--- config.mk ---
export PLATFORM = sky130hd
export DESIGN_NAME = mem_port_arbiter
export DESIGN_NICKNAME = d
export VERILOG_FILES = /design/src/rtl/mem_arb_pkg.sv /design/src/rtl/arb_starve_select.sv /design/src/rtl/mem_port_arbiter.sv
export SDC_FILE = /design/constraint.sdc
export NUM_CORES = 1
export LEC_CHECK = 0
export CAP_MARGIN = 25
export CORE_ASPECT_RATIO = 2
export CORE_MARGIN = 10
export CORE_UTILIZATION = 30
export CTS_CLUSTER_SIZE = 30
export DETAILED_ROUTE_END_ITERATION = 12
export PLACE_DENSITY = 0.71
export SLEW_MARGIN = 10
export SYNTH_ARGS = -nofsm -noshare
export SYNTH_HDL_FRONTEND = slang
export SYNTH_HIERARCHICAL = 1
export SYNTH_SLANG_ARGS = --single-unit
--- constraint.sdc ---
create_clock -name clk -period 4.91 [get_ports clk]
set_input_delay 0.7365 -clock clk [delete_from_list [all_inputs] [get_ports clk]]
set_output_delay 0.7365 -clock clk [all_outputs]
set_load 0.02 [all_outputs]
--- src/rtl/mem_arb_pkg.sv ---
// rtl/mem_arb_pkg.sv - shared types and defaults for the IF/LS memory port arbiter
package mem_arb_pkg;
    localparam int ADDR_W_DFLT = 32;
    localparam int DATA_W_DFLT = 32;
    localparam int BE_W        = DATA_W_DFLT / 8;

    typedef enum logic {
        OWN_IF,
        OWN_LS
    } owner_e;

    typedef enum logic [1:0] {
        IDLE,
        ISSUE,
        WAIT
    } state_e;
endpackage

--- src/rtl/arb_starve_select.sv ---
// rtl/arb_starve_select.sv - LS-priority winner selection with a bounded fetch-starvation counter
module arb_starve_select #(
    parameter int STARVE_MAX = 4
) (
    input  logic clk,
    input  logic reset,
    input  logic if_valid,
    input  logic ls_valid,
    input  logic grant_fire,
    output logic grant_ls,
    output logic grant_if
);
    localparam int CW = $clog2(STARVE_MAX + 1);

    logic [CW-1:0] starve_cnt;
    logic          starved;

    assign starved  = (starve_cnt == CW'(STARVE_MAX));
    assign grant_ls = ls_valid && !(if_valid && starved);
    assign grant_if = if_valid && !grant_ls;

    // Counts LS grants that bypassed a waiting fetch; any other grant clears it.
    always_ff @(posedge clk or negedge reset) begin
        if (!reset) begin
            starve_cnt <= '0;
        end else if (grant_fire) begin
            if (grant_ls && if_valid) begin
                starve_cnt <= starved ? starve_cnt : starve_cnt + 1'b1;
            end else begin
                starve_cnt <= '0;
            end
        end
    end
endmodule

--- src/rtl/mem_port_arbiter.sv ---
// rtl/mem_port_arbiter.sv - single-outstanding arbiter sharing one memory port between fetch and load/store
module mem_port_arbiter
    import mem_arb_pkg::*;
#(
    parameter int ADDR_W     = ADDR_W_DFLT,
    parameter int DATA_W     = DATA_W_DFLT,
    parameter int STARVE_MAX = 4
) (
    input  logic                clk,
    input  logic                reset,
    input  logic                if_req_valid,
    input  logic [ADDR_W-1:0]   if_req_addr,
    output logic                if_req_ready,
    output logic                if_rsp_valid,
    output logic [DATA_W-1:0]   if_rsp_data,
    input  logic                ls_req_valid,
    input  logic                ls_req_we,
    input  logic [DATA_W/8-1:0] ls_req_be,
    input  logic [ADDR_W-1:0]   ls_req_addr,
    input  logic [DATA_W-1:0]   ls_req_wdata,
    output logic                ls_req_ready,
    output logic                ls_rsp_valid,
    output logic [DATA_W-1:0]   ls_rsp_data,
    output logic                mem_req_valid,
    output logic                mem_req_we,
    output logic [DATA_W/8-1:0] mem_req_be,
    output logic [ADDR_W-1:0]   mem_req_addr,
    output logic [DATA_W-1:0]   mem_req_wdata,
    input  logic                mem_req_ready,
    input  logic                mem_rsp_valid,
    input  logic [DATA_W-1:0]   mem_rsp_data,
    output logic                busy,
    output logic                protocol_err
);
    state_e state, state_nxt;
    owner_e owner;
    logic   grant_ls, grant_if, accept;

    assign accept = (state == IDLE) && (grant_ls || grant_if);

    arb_starve_select #(.STARVE_MAX(STARVE_MAX)) u_select (
        .clk        (clk),
        .reset      (reset),
        .if_valid   (if_req_valid),
        .ls_valid   (ls_req_valid),
        .grant_fire (accept),
        .grant_ls   (grant_ls),
        .grant_if   (grant_if)
    );

    always_ff @(posedge clk or negedge reset) begin
        if (!reset) begin
            state <= IDLE;
        end else begin
            state <= state_nxt;
        end
    end

    always_comb begin
        state_nxt = state;
        case (state)
            IDLE:    if (accept)        state_nxt = ISSUE;
            ISSUE:   if (mem_req_ready) state_nxt = WAIT;
            WAIT:    if (mem_rsp_valid) state_nxt = IDLE;
            default:                    state_nxt = IDLE;
        endcase
    end

    // Readies are gated by reset so nothing is offered while reset is held.
    always_comb begin
        if_req_ready  = reset && (state == IDLE) && grant_if;
        ls_req_ready  = reset && (state == IDLE) && grant_ls;
        mem_req_valid = (state == ISSUE);
        if_rsp_valid  = (state == WAIT) && mem_rsp_valid && (owner == OWN_IF);
        ls_rsp_valid  = (state == WAIT) && mem_rsp_valid && (owner == OWN_LS);
        if_rsp_data   = mem_rsp_data;
        ls_rsp_data   = mem_rsp_data;
        busy          = (state != IDLE);
    end

    always_ff @(posedge clk or negedge reset) begin
        if (!reset) begin
            owner         <= OWN_IF;
            mem_req_we    <= 1'b0;
            mem_req_be    <= '0;
            mem_req_addr  <= '0;
            mem_req_wdata <= '0;
        end else if (accept) begin
            if (grant_ls) begin
                owner         <= OWN_LS;
                mem_req_we    <= ls_req_we;
                mem_req_be    <= ls_req_be;
                mem_req_addr  <= ls_req_addr;
                mem_req_wdata <= ls_req_wdata;
            end else begin
                owner         <= OWN_IF;
                mem_req_we    <= 1'b0;
                mem_req_be    <= '1;
                mem_req_addr  <= if_req_addr;
                mem_req_wdata <= '0;
            end
        end
    end

    always_ff @(posedge clk or negedge reset) begin
        if (!reset) begin
            protocol_err <= 1'b0;
        end else if (mem_rsp_valid && (state != WAIT)) begin
            protocol_err <= 1'b1;
        end
    end
endmodule

==> impl_metrics.ini, run 1 <==
[critical_path]
cp-end-kind = primary output
required_ns = 4.17
crit_fanout = 22
crit_type = in -> out
crit_start = ls_req_valid
worstSetupStartpointType = input pin
arrival_ns = 3.07
cpMostUsedCell = clkdlybuf4s50_1
critPathSlowestCell = clkdlybuf4s50_1
cpPeakStageDelay_ns = 0.60
r2r_start = u_select/starve_cnt[0]
path_cells = clkdlybuf4s50_1 -> inv_1 -> a31oi_4 -> buf_4 -> and3_1 -> clkdlybuf4s50_1

[logic_synthesis]
yosys.area.top_type = dfrtp_1
yosys-top-cells-count = dfrtp_1, buf_4, mux2_2, a22o_1, mux2_4
synth.distinct_cells = 33
postSynthAreaPerCell_um2 = 13.28
synth_edf_count = 0
synth-main-ff-cell = dfrtp_1
synthMostInstantiatedCell = dfrtp_1
seq_area_frac_synth = 0.4921
synth_top_area_frac = 0.4921
synth_seq_cells = 76
yosysWarnings = 6
syn-cell-area_um2 = 3865
synth_nets = 432
yosys-top-cells-area = dfrtp_1, buf_4, mux2_2
async_reset_ff_frac = 1.000
syn_inst = 291

[die]
dieHeight_um = 180.5
rows = 58
die_x_um = 100.3
die_area_um2 = 18100
coreArea_um2 = 12630
ioPinCount = 279
start_util = 0.3061

[placement]
gp_congestion = 0.7323
hpwl_mm = 9.056
dp_cells = 549
port-buffer-count = 182

[power]
p_sw_mw = 1.280
p_seq_frac = 0.301
p_comb_frac = 0.508
p_sw_frac = 0.3510
max-vdd-ir-drop_mv = 0.2930
leakagePower_nw = 2.380
power_frac_clock = 0.191
p_int_mw = 2.367
power_density_nw_per_um2 = 643.7

[drt]
drt_wl_total_mm = 11.48
wl_per_cell_um = 20.39
drc = 0
dr.pass1.iters = 4
dr_total_vias = 2625
ant_nets = 0
drt-initial-drc-count = 95
vias_per_cell = 4.663

[layout]
fin_cells = 563
fill_cells = 1201
multi_input_area_um2 = 1383
antenna_cells = 0
layout.nets = 551
seqCellArea_um2 = 1902
area_delta_synth_final_pct = 46.55
drive_gt1_frac = 0.2179

[global_route]
first_global_vias = 3096
grt_max_degree = 44
groute.usage.overall = 0.1230
grt_pass1_wl_mm = 17.49
overflow = 0
antenna_found_initial = 0

[flow_run]
maxCapViolCount = 0

[sta]
slew_violations = 0
setup_viol = 0
hold_viol_final = 0
tightest_slew_ns = 0.6604
finalSetupTns_ns = 0
fin_crit_sh = 0.7745
fmax_mhz = 263.0
fin_worst_skew_ns = 0.008749
period_minus_slack_ns = 3.803
relSlewSlack = 0.5597
rsz0062_at_grt = no

[cts]
clk_latency_ns = 0.32
cts.sinks = 76
cts_buffer_depth = 2
numCtsBuffers = 9
cts_hold_buf = 0
cts_tree = done
cts_resized = 0
cts-root-buf = clkbuf_16
cts.clk_slew.worst_paths_ns = 0.05
htreeDepth = 3
cts_setup_buffers = 0

[min_path]
min_path_type = in -> async

[outcome]
status = complete, no violations
==> per-stage QoR <==
| stage | hold slack (ns) | utilization | instance area (um^2) | worst slack, ns | power (mW) |
|---|---|---|---|---|---|
| floorplan | 0.4409 | - | 3865 | 2.541 | 2.208 |
| global placement | 0.4491 | 0.4237 | 5350 | 1.150 | 2.955 |
| detailed placement | 0.4626 | 0.4237 | 5350 | 1.087 | 2.993 |
| CTS | 0.3736 | 0.4486 | 5664 | 1.085 | 3.723 |
| global route | 0.3919 | 0.4486 | 5664 | 0.9826 | 3.852 |
| finish | 0.3681 | 0.4486 | 5664 | 1.107 | 3.646 |
==> final timing paths <==
check | to | slack (ns) | depth (start not counted)
max in group asynchronous | mem_req_wdata[31] | 3.62 | 2
min in group clk | protocol_err | 0.47 | 1
setup / recovery | ls_req_ready | 1.11 | 6
hold / removal | mem_req_addr[14] | 0.37 | 1
setup reg to reg | mem_req_addr[17] | 1.90 | 8
hold reg to reg | protocol_err | 0.47 | 1
==> registers in the layout, summed over array words and instances (netlist names) <==
register             flops
mem_req_we               1
mem_req_addr            32
mem_req_be               4
state                    2
u_select/starve_cnt      3
protocol_err             1
mem_req_wdata           32
owner                    1
==> cell families after synthesis <==
family	after synthesis	share of synthesized area
adder cells (fa/ha/maj)	2	0.006474
AND/OR/NAND/NOR	18	0.03108
flip-flops	76	0.4921
multiplexers	65	0.2133
AO/OA/AOI/OAI	45	0.1029
buffers and inverters	85	0.1541
==> routing by layer <==
layer / wire length, um / vias up / track usage
met5: 0 / - / 0
met4: 638 / 0 / 0.07898
li1: - / 1201 / -
met2: 6102 / 109 / 0.2176
met3: 1089 / 65 / 0.04992
met1: 3650 / 1250 / 0.1098
==> worst max-delay path: cells and delay by family <==
family          cells  cell delay [ns]
buf+inv             4             1.64
compound gates      1             0.47
simple gates        1             0.21
==> layout by cell type (no fill, tap or decap), types with 2 or more instances in the layout <==
cell               n
mux2_2            39
nand2b_1           2
a21o_1             2
clkbuf_16          9
ha_1               2
nand4_1            2
clkinvlp_4         2
o22a_1             4
inv_1              6
and3_1             2
clkdlybuf4s50_1  181
dfrtp_1           76
nand2_1            3
mux2_4            25
bufinv_16          2
a22o_1            33
buf_4              5
==> power by group through the flow <==
stage               clock [mW]  sequential [mW]  combinational [mW]
CTS                      0.724             1.10                1.90
finish                   0.698             1.10                1.85
global placement             0             1.10                1.85
floorplan                    0             1.42               0.787
global route             0.746             1.14                1.97
detailed placement           0             1.10                1.89
==> layout make-up <==
cell class                 instances  share of cell area
tap                              150             0.03313
sequential                        76              0.3358
clock inverter                     4             0.01325
clock buffer                      10             0.04219
inverter                           7            0.005081
multi-input combinational        130              0.2441
timing repair buffer             186              0.3265
No activity file was read; power rests on OpenSTA's default activity.
==> run 2: changes to the inputs <==
==> constraint.sdc (replaced) <==
create_clock -name clk -period 3.87 [get_ports clk]
set_input_delay 0.5805 -clock clk [delete_from_list [all_inputs] [get_ports clk]]
set_output_delay 0.5805 -clock clk [all_outputs]
set_load 0.02 [all_outputs]
==> run 2 against run 1 <==
Via count up 1.1%. Hold slack got worse by 0.17 ns. Register-to-register slack got worse by 0.50 ns. Largest cell class unchanged.
==> impl_metrics.ini, run 2 (synthesized netlist as in run 1, its figures left out) <==
[outcome]
status = complete, no violations

[cts]
cts.sinks = 76
cts_setup_buffers = 0
cts-root-buf = clkbuf_16
cts_tree = done
cts_buffer_depth = 2
htreeDepth = 3
clk_latency_ns = 0.33
cts_hold_buf = 0
cts_resized = 0
cts.clk_slew.worst_paths_ns = 0.06
numCtsBuffers = 9

[min_path]
min_path_type = in -> async

[critical_path]
crit_type = in -> out
reg2reg_slack_ns = 1.40
cpPeakStageDelay_ns = 0.61
cp-end-kind = primary output
worstSetupStartpointType = input pin
cpMostUsedCell = clkdlybuf4s50_1
critPathSlowestCell = clkdlybuf4s50_1
crit_fanout = 36
arrival_ns = 2.67
path_cells = clkdlybuf4s50_1 -> inv_1 -> a31oi_4 -> buf_4 -> and3_1 -> clkdlybuf4s50_1
critPathTopFamily = buffers and inverters
required_ns = 3.29
cp_num_buf_inv = 4

[layout]
antenna_cells = 0
top_regs = mem_req_addr (32), mem_req_wdata (32), mem_req_be (4)
fill_cells = 1179
drive_gt1_frac = 0.2217
layout.nets = 551
stdcell_area_um2 = 5653
final_cell_mix = clkdlybuf4s50_1, dfrtp_1, mux2_2
area_delta_synth_final_pct = 46.26
mostFrequentLayoutCell = clkdlybuf4s50_1

[placement]
port-buffer-count = 182
hpwl_mm = 8.967
dpl_cell_area_um2 = 5350
gp_congestion = 0.7236

[sta]
slew_violations = 0
fmax_mhz = 307.9
tightest_slew_ns = 0.6513
period_minus_slack_ns = 3.248
hold-worst-slack_ns = 0.2029
setup_viol = 0
hold_viol_final = 0
fin_worst_skew_ns = 0.006191
finalSetupTns_ns = 0
relSlewSlack = 0.5658
rsz0062_at_grt = no
fin_crit_sh = 0.8392

[global_route]
first_global_vias = 3124
overflow = 0
grt_pass1_wl_mm = 17.62
grt_max_degree = 44
groute.usage.overall = 0.1241
antenna_found_initial = 0

[die]
ioPinCount = 279
rows = 58
die_x_um = 100.3
coreArea_um2 = 12630
start_util = 0.3061
die_area_um2 = 18100
dieHeight_um = 180.5

[power]
leakagePower_nw = 2.378
max-vdd-ir-drop_mv = 0.3571
p_total_mw = 4.584
power_density_nw_per_um2 = 810.9

[drt]
dr_total_vias = 2655
drc = 0
wl_per_cell_um = 20.24
vias_per_cell = 4.699
dr.pass1.iters = 4
ant_nets = 0
drt_wl_total_mm = 11.44
drt-initial-drc-count = 49

[flow_run]
maxCapViolCount = 0
==> run 2: changes by cell type in the layout (fill, tap and decap cells not counted), sizes merged <==
cell,previous run,this run
clkinv,0,3
bufinv,2,1
==> run 2: worst paths after layout <==
check	cells past startpoint	end	start
max in group asynchronous	2	mem_req_we	reset
hold / removal	1	mem_req_addr[14]	reset
min in group clk	1	protocol_err	protocol_err
setup reg to reg	7	mem_req_addr[12]	u_select/starve_cnt[0]
hold reg to reg	1	protocol_err	protocol_err
setup / recovery	6	ls_req_ready	ls_req_valid
==> run 2: layer usage <==
| metal | share of wire | GRT usage |
|---|---|---|
| met3 | 0.11 | 0.05338 |
| met2 | 0.53 | 0.2251 |
| met5 | 0 | 0 |
| met1 | 0.30 | 0.1043 |
| met4 | 0.056 | 0.07898 |
==> run 2: where the power goes <==
group | switching, mW | internal (mW)
registers | 0.219 | 1.17
clock network | 0.326 | 0.515
logic | 1.10 | 1.25
==> run 2: per-stage QoR <==
step                      cells    util  setup slack, ns
after floorplan             291       -            1.786
after global placement      549  0.4237           0.6537
after detailed placement    549  0.4237           0.5789
after CTS                   565  0.4477           0.5789
after global routing        565  0.4477           0.5385
final                       565  0.4477           0.6224
==> run 2: final cells by class <==
class | instances | area [um^2] | area share
multi-input cells | 130 | 1383 | 0.2446
well taps | 150 | 187.7 | 0.03320
flip-flops and latches | 76 | 1902 | 0.3364
repair buffers | 186 | 1849 | 0.3271
clock inverters | 6 | 63.81 | 0.01129
inverters | 7 | 28.78 | 0.005091
clock buffers | 10 | 239.0 | 0.04228
==> run 3: changes to the inputs <==
--- a/config.mk
+++ b/config.mk
@@ -11,7 +11,7 @@
 export CORE_UTILIZATION = 30
 export CTS_CLUSTER_SIZE = 30
 export DETAILED_ROUTE_END_ITERATION = 12
-export PLACE_DENSITY = 0.71
+export PLACE_DENSITY = 0.74
 export SLEW_MARGIN = 10
 export SYNTH_ARGS = -nofsm -noshare
 export SYNTH_HDL_FRONTEND = slang
==> constraint.sdc (replaced) <==
create_clock -name clk -period 2.7 [get_ports clk]
set_input_delay 0.405 -clock clk [delete_from_list [all_inputs] [get_ports clk]]
set_output_delay 0.405 -clock clk [all_outputs]
set_load 0.02 [all_outputs]
==> run 3 against run 2 <==
Utilization increased by 0.99 points. Register-to-register slack worse by 0.90 ns. First-iteration DRC count increased by 24%. Cell count rose by 1.1%. Clock-buffer cell count unchanged. Global-route usage is 0.83 points higher. Critical path depth did not move. Critical endpoint is now if_req_ready.
==> impl_metrics.ini, run 3 (synthesized netlist as in run 1, its figures left out) <==
[cts]
cts_buffer_depth = 2
cts_tree = done
cts.clk_slew.worst_paths_ns = 0.06
cts_resized = 0
htreeDepth = 3
cts-root-buf = clkbuf_16
cts_setup_buffers = 0
clk_latency_ns = 0.33
cts.sinks = 76
numCtsBuffers = 9
cts_hold_buf = 0

[flow_run]
maxCapViolCount = 0

[critical_path]
arrival_ns = 2.20
path_cells = inv_1 -> ha_1 -> a31oi_4 -> nor2b_1 -> and3_1 -> clkdlybuf4s50_1
crit_type = reg -> out
reg2regPathDepth = 8
cp_num_buf_inv = 2
reg2reg_slack_ns = 0.50
crit_path_end = if_req_ready
cp-end-kind = primary output
crit_fanout = 3
required_ns = 2.30
critPathSlowestCell = clkdlybuf4s50_1
cpPeakStageDelay_ns = 0.63
r2r_start = u_select/starve_cnt[0]
reg2reg_to = mem_req_addr[14]
path_depth = 6
critPathTopFamily = buffers and inverters
crit_start = u_select/starve_cnt[0]
worstSetupStartpointType = flip-flop

[power]
leakagePower_nw = 2.446
max-vdd-ir-drop_mv = 0.6339
p_int_mw = 4.475
power_density_nw_per_um2 = 1193
power_frac_clock = 0.207
p_comb_frac = 0.502
p_sw_frac = 0.3510
p_seq_frac = 0.291
p_sw_mw = 2.420

[drt]
wl_per_cell_um = 21.29
dr_total_vias = 2729
drc = 0
drt-initial-drc-count = 61
dr.pass1.iters = 4
ant_nets = 0
vias_per_cell = 4.779
drt_wl_total_mm = 12.15

[layout]
top_regs = mem_req_addr (32), mem_req_wdata (32), mem_req_be (4)
final_core_util = 0.4576
final_cell_mix = clkdlybuf4s50_1, dfrtp_1, mux2_2
layout.nets = 557
drive_gt1_frac = 0.2328
antenna_cells = 0
stdcell_area_um2 = 5778
area_delta_synth_final_pct = 49.50
mostFrequentLayoutCell = clkdlybuf4s50_1

[placement]
gp_congestion = 0.7610
hpwl_mm = 9.794
dpl_cell_area_um2 = 5420
port-buffer-count = 182

[global_route]
grt_max_degree = 41
antenna_found_initial = 0
first_global_vias = 3284
overflow = 0
grt_pass1_wl_mm = 18.41
groute.usage.overall = 0.1324

[sta]
fin_worst_skew_ns = 0.008791
relSlewSlack = 0.6587
rsz0062_at_grt = no
period_minus_slack_ns = 2.602
fin_crit_sh = 0.9639
tightest_slew_ns = 0.5120
fmax_mhz = 384.3
slew_violations = 0
finalSetupTns_ns = 0
hold_viol_final = 0
setup_viol = 0

[min_path]
min_path_type = in -> async

[die]
ioPinCount = 279
start_util = 0.3061
die_x_um = 100.3
rows = 58
coreArea_um2 = 12630
dieHeight_um = 180.5
die_area_um2 = 18100

[outcome]
status = complete, no violations
[run 3: changes by cell type in the layout (fill, tap and decap cells not counted), sizes merged]
| cell | delta |
|---|---|
| bufinv | +2 |
| buf | +6 |
| clkinv | -2 |
| inv | +2 |
| clkinvlp | -2 |
[run 3: worst min-delay path by stage]
stage                       startpoint          endpoint  slack [ns]
after floorplan                  reset   mem_req_addr[0]        0.11
after global placement    protocol_err      protocol_err        0.45
after detailed placement  protocol_err      protocol_err        0.46
after CTS                        reset  mem_req_wdata[7]        0.17
after global routing             reset  mem_req_wdata[7]        0.18
final                            reset  mem_req_wdata[5]        0.15
[run 3: per-stage QoR]
stage | instances | total power [mW] | hold WS, ns | setup slack (ns)
after detailed placement | 555 | 5.532 | 0.4602 | 0.1712
after global routing | 571 | 7.263 | 0.1780 | 0.01724
after global placement | 555 | 5.433 | 0.4470 | 0.1951
final | 571 | 6.895 | 0.1486 | 0.09759
after CTS | 571 | 7.012 | 0.1688 | 0.07405
after floorplan | 291 | 4.015 | 0.1094 | 0.7572
[run 3: layout make-up]
class	count	area (um^2)
timing repair buffer	192	1919
fill	1163	6849
tap	150	187.7
sequential	76	1902
clock buffer	10	239.0
clock inverter	6	118.9
inverter	7	28.78
multi-input combinational	130	1383
[run 3: power groups by stage]
| stage | clock network [mW] | registers [mW] | logic, mW |
|---|---|---|---|
| after floorplan | 0 | 2.58 | 1.43 |
| after global placement | 0 | 2.01 | 3.42 |
| after detailed placement | 0 | 2.02 | 3.51 |
| after CTS | 1.47 | 2.02 | 3.52 |
| after global routing | 1.53 | 2.08 | 3.65 |
| final | 1.43 | 2.01 | 3.46 |
[run 3: per-layer routing]
layer	vias up	wire length, um	global-route usage
li1	1214	-	-
met3	66	1173	0.05108
met2	127	6635	0.2416
met4	0	792	0.1023
met5	-	0	0
met1	1322	3551	0.1062
